File: config.mk
export PLATFORM = sky130hd
export DESIGN_NAME = mux_arb
export DESIGN_NICKNAME = d
export VERILOG_FILES = /design/src/rtl/mux_arb_pkg.sv /design/src/rtl/rr_arbiter.sv /design/src/rtl/mux_arb.sv
export SDC_FILE = /design/constraint.sdc
export NUM_CORES = 1
export LEC_CHECK = 0
export ABC_AREA = 1
export CAP_MARGIN = 20
export CORE_MARGIN = 2
export CORE_UTILIZATION = 32
export DETAILED_ROUTE_END_ITERATION = 10
export PLACE_DENSITY = 0.78
export SLEW_MARGIN = 15
export SYNTH_ARGS = -nofsm -noshare
export SYNTH_HDL_FRONTEND = slang
export SYNTH_HIERARCHICAL = 1
export SYNTH_SLANG_ARGS = --single-unit
export TNS_END_PERCENT = 1
File: constraint.sdc
create_clock -name clk -period 1.1 [get_ports clk]
set_input_delay 0.11 -clock clk [delete_from_list [all_inputs] [get_ports clk]]
set_output_delay 0.11 -clock clk [all_outputs]
set_load 0.03 [all_outputs]
File: src/rtl/mux_arb_pkg.sv
// Shared constants for the mux_arb channel multiplexer/arbiter.
// Holds the MODE encodings and the default channel geometry.
package mux_arb_pkg;

  localparam int MODE_FIXED = 0;
  localparam int MODE_RR    = 1;

  localparam int DEF_WIDTH  = 16;
  localparam int DEF_NCH    = 4;

endpackage

File: src/rtl/rr_arbiter.sv
// Combinational round-robin grant: the first requester after ptr_i (wrapping) wins.
// Produces a one-hot grant, its binary index and an any-grant flag.
module rr_arbiter #(
  parameter int NCH = 4,
  parameter int SW  = $clog2(NCH)
) (
  input  logic [NCH-1:0] req_i,
  input  logic [SW-1:0]  ptr_i,
  output logic [NCH-1:0] gnt_o,
  output logic [SW-1:0]  gnt_idx_o,
  output logic           gnt_valid_o
);

  localparam logic [NCH-1:0] ONE = NCH'(1);

  logic [NCH-1:0] hi_mask;
  logic [NCH-1:0] masked_req;
  logic [NCH-1:0] pick;

  // Channels strictly above the pointer get first look; otherwise wrap to the bottom.
  for (genvar gi = 0; gi < NCH; gi++) begin : g_mask
    assign hi_mask[gi] = (SW'(gi) > ptr_i);
  end

  assign masked_req  = req_i & hi_mask;
  assign pick        = (|masked_req) ? masked_req : req_i;
  assign gnt_o       = pick & (~pick + ONE);
  assign gnt_valid_o = |req_i;

  always_comb begin
    gnt_idx_o = '0;
    for (int i = 0; i < NCH; i++) begin
      if (gnt_o[i]) begin
        gnt_idx_o = SW'(i);
      end
    end
  end

endmodule

File: src/rtl/mux_arb.sv
// N-channel to one multiplexer with a single registered output stage.
// Channel choice is either a fixed sel index or round-robin arbitration.
module mux_arb
  import mux_arb_pkg::*;
#(
  parameter int WIDTH = DEF_WIDTH,
  parameter int NCH   = DEF_NCH,
  parameter int MODE  = MODE_FIXED,
  parameter int SW    = $clog2(NCH)
) (
  input  logic                 clk,
  input  logic                 rst,
  input  logic [NCH*WIDTH-1:0] in_data,
  input  logic [NCH-1:0]       in_valid,
  output logic [NCH-1:0]       in_ready,
  input  logic [SW-1:0]        sel,
  output logic [WIDTH-1:0]     out_data,
  output logic                 out_valid,
  input  logic                 out_ready,
  output logic [SW-1:0]        out_ch
);

  logic [WIDTH-1:0] out_data_q, out_data_d;
  logic [SW-1:0]    out_ch_q,   out_ch_d;
  logic             out_valid_q, out_valid_d;
  logic [SW-1:0]    ptr_q,      ptr_d;

  logic             le;
  logic [NCH-1:0]   fixed_gnt;
  logic [NCH-1:0]   rr_gnt;
  logic [SW-1:0]    rr_idx;
  logic             rr_any;
  logic [NCH-1:0]   gnt_vec;
  logic [SW-1:0]    gnt_idx;
  logic             gnt_any;
  logic [WIDTH-1:0] gnt_word;

  assign le = !out_valid_q || out_ready;

  // An out-of-range sel matches no channel, so it naturally yields no grant.
  for (genvar gi = 0; gi < NCH; gi++) begin : g_fixed
    assign fixed_gnt[gi] = in_valid[gi] && (sel == SW'(gi));
  end

  rr_arbiter #(
    .NCH (NCH),
    .SW  (SW)
  ) u_rr_arbiter (
    .req_i       (in_valid),
    .ptr_i       (ptr_q),
    .gnt_o       (rr_gnt),
    .gnt_idx_o   (rr_idx),
    .gnt_valid_o (rr_any)
  );

  assign gnt_vec = (MODE == MODE_RR) ? rr_gnt : fixed_gnt;
  assign gnt_idx = (MODE == MODE_RR) ? rr_idx : sel;
  assign gnt_any = (MODE == MODE_RR) ? rr_any : (|fixed_gnt);

  always_comb begin
    gnt_word = '0;
    for (int i = 0; i < NCH; i++) begin
      if (gnt_vec[i]) begin
        gnt_word = in_data[i*WIDTH +: WIDTH];
      end
    end
  end

  // Gated by rst so no channel sees an accept while the block is held in reset.
  assign in_ready = (le && !rst) ? gnt_vec : '0;

  always_comb begin
    out_data_d  = out_data_q;
    out_ch_d    = out_ch_q;
    out_valid_d = out_valid_q;
    ptr_d       = ptr_q;
    if (le) begin
      out_valid_d = gnt_any;
      if (gnt_any) begin
        out_data_d = gnt_word;
        out_ch_d   = gnt_idx;
        ptr_d      = gnt_idx;
      end
    end
  end

  always_ff @(posedge clk or posedge rst) begin
    if (rst) begin
      out_data_q  <= '0;
      out_ch_q    <= '0;
      out_valid_q <= 1'b0;
      ptr_q       <= SW'(NCH - 1);
    end else begin
      out_data_q  <= out_data_d;
      out_ch_q    <= out_ch_d;
      out_valid_q <= out_valid_d;
      ptr_q       <= ptr_d;
    end
  end

  assign out_data  = out_data_q;
  assign out_ch    = out_ch_q;
  assign out_valid = out_valid_q;

endmodule

==> reports/metrics.cfg, run 1 <==
[sta]
grt_setup_unrepaired=yes
fin_ws_ns=-0.170
hold_viol=0
fmax_mhz=788
whs_ns=0.361
relSlewSlack_pct=82.2
setup_viol_count_final=23
worst_pin_slew_ns=0.266
clock_skew_ns=0.00499
fin_crit_sh_pct=115
drv_slew=0
period_needed_ns=1.27

[route]
drt-pass1-iter-count=4
vias=1812
wirelength_um=5130
routedWlPerCell_um=14.5
drtAntennaViolNets=0
drt-initial-drc-count=131
viasPerCell=5.13
drc_errors=0

[global_route]
grt_max_degree=20
grt_first_pass_wirelength_um=8290
grt-ovfl-total=0
grt_use_total_pct=21.0
antenna_found_initial=0
grt_pass1_vias=1691

[floorplanning]
design.die.area_um2=4790
io_pins=96
die_h_um=69.2
initial_utilization_pct=33.5
core-area_um2=4060
die_w_um=69.2
rows=23

[placed_design]
gp_congestion=0.859
place_hpwl_um=4070
placed_area_um2=2430
place_ws_ns=-0.580
io_buffers=95

[layout]
num_antenna_cells=0
fin_util_pct=64.1
area_growth_pct=91.0
multi_input_area_um2=863
final_common_cell=nand2_1
most-common-layout-cells=nand2_1 (72), clkdlybuf4s50_1 (70), nand4_1 (48)
regArea_um2=477
design_area_um2=2600
drive_above_1_share_pct=25.4
fillCellCount=354
num-nets-final=377

[worst_setup_path]
r2r_end=out_ch[1]
startpoint_type=flip-flop
setup.worst_path.end_class=output port
cp.required_ns=0.99
critPathArrivalTime_ns=1.16
cp_max_fo=4
critical_path_class=reg2out
rr_worst_depth=6
critPathLaunch=out_valid
worstReg2RegStart=out_valid
worst-r2r-setup-slack_ns=-0.07

[yosys]
syn-mean-instance-area_um2=7.02
syn_inst=194
ys_types=18
mappedNetlistNets=267
synth_area_um2=1360
synth-warning-count=6
yosysSeqAreaShare_pct=34.9
synth-seq-cells=19

[clock_network]
clock_latency_ns=0.25
clkSlewWorstSetupHoldPaths_ns=0.07
tritoncts=yes
clock_path_buffers=2
cts_buffers=3
hold_buffers=0
htreeDepth=1
cts.sinks=19
cts_root_buffer=clkbuf_8

[outcome]
violations=negative setup slack
status=complete, but fails checks

[pwr]
fin_total_pwr_w=0.00266
power.leakage_nw=1.17
ir_drop_uv=625
p_per_area_nw_per_um2=1020

[job]
maxCapViolations=0

[hold_path]
hold_path_class=in2async

==> cell families after synthesis <==
kind of cell | Yosys count | synth area share, %
buffers and inverters | 22 | 8.18
and+or+nand+nor | 152 | 55.7
DFF | 19 | 34.9
AOI/OAI and AO/OA | 1 | 1.20
==> worst max-delay path: stages, from the launching register on <==
cell,delay (ns)
dfrtp_2,0.41
inv_2,0.07
nor2_4,0.04
inv_4,0.08
nand2_8,0.08
nor2_4,0.10
buf_6,0.13
==> routing by layer <==
metal / global-route usage [%] / vias to the layer above / routed length [um]
met5: 0 / - / 0
met4: 6.10 / 0 / 77
met3: 1.02 / 6 / 218
met2: 37.5 / 73 / 2670
met1: 27.4 / 834 / 2160
li1: - / 899 / -
==> state kept, by name, summed over array words and instances, names as in the netlist <==
register,cells
out_valid,1
out_ch,2
out_data,16
==> what timing repair did <==
action	in CTS	in global routing
resized for setup	17	7
hold endpoints to repair	0	0
pin swaps	4	1
setup buffers	5	1
setup endpoints to repair	23	22
==> where the power goes <==
part | total [W] | internal (W) | switching [W]
Sequential | 0.000905 | 0.000827 | 0.0000785
Clock | 0.000469 | 0.000251 | 0.000218
Combinational | 0.00129 | 0.000595 | 0.000693
==> metrics by stage <==
stage                     instances  TNS, ns
after floorplan                 194   -0.930
after global placement          343   -10.21
after detailed placement        343   -11.80
after CTS                       352    -2.48
after global routing            353    -2.74
final                           353    -1.34
==> synthesized netlist by cell type, drive strengths merged <==
cell type | instances | area (um^2)
nand4 | 48 | 300
nand3 | 19 | 100
clkbuf | 9 | 33.8
dfrtp | 19 | 475
buf | 8 | 58.8
inv | 5 | 18.8
o21ai | 1 | 16.3
nor2 | 9 | 67.6
nand2 | 76 | 290
==> how the worst max path moves through the flow <==
| stage | slack (ns) | depth (start not counted) | to |
|---|---|---|---|
| 2_1_floorplan | -0.08 | 7 | out_data[10] |
| 3_3_place_gp | -0.51 | 8 | out_data[10] |
| 3_5_place_dp | -0.58 | 7 | out_data[5] |
| 4_1_cts | -0.17 | 6 | in_ready[0] |
| 5_1_grt | -0.22 | 6 | in_ready[0] |
| 6_report | -0.17 | 6 | in_ready[2] |
==> final cells by class <==
| class | count | area share (%) |
|---|---|---|
| well taps | 50 | 2.41 |
| repair buffers | 122 | 43.4 |
| clock buffers | 3 | 1.59 |
| inverters | 5 | 0.914 |
| multi-input cells | 153 | 33.2 |
| clock inverters | 1 | 0.192 |
| flip-flops and latches | 19 | 18.3 |
Note: power is estimated with default switching activity, not from simulation.
==> inputs of run 2 (changes only) <==
--- a/config.mk
+++ b/config.mk
@@ -10,6 +10,7 @@
 export CORE_MARGIN = 2
 export CORE_UTILIZATION = 32
 export DETAILED_ROUTE_END_ITERATION = 10
+export HOLD_SLACK_MARGIN = 0.02
 export PLACE_DENSITY = 0.78
 export SLEW_MARGIN = 15
 export SYNTH_ARGS = -nofsm -noshare
==> results of run 2 <==
The final DEF is identical to that of run 1; final timing and power are the same.
==> inputs of run 3 (changes only) <==
--- a/config.mk
+++ b/config.mk
@@ -6,7 +6,6 @@
 export NUM_CORES = 1
 export LEC_CHECK = 0
 export ABC_AREA = 1
-export CAP_MARGIN = 20
 export CORE_MARGIN = 2
 export CORE_UTILIZATION = 32
 export DETAILED_ROUTE_END_ITERATION = 10
==> results of run 3 <==
The final DEF is identical to that of run 1; final timing and power are the same.
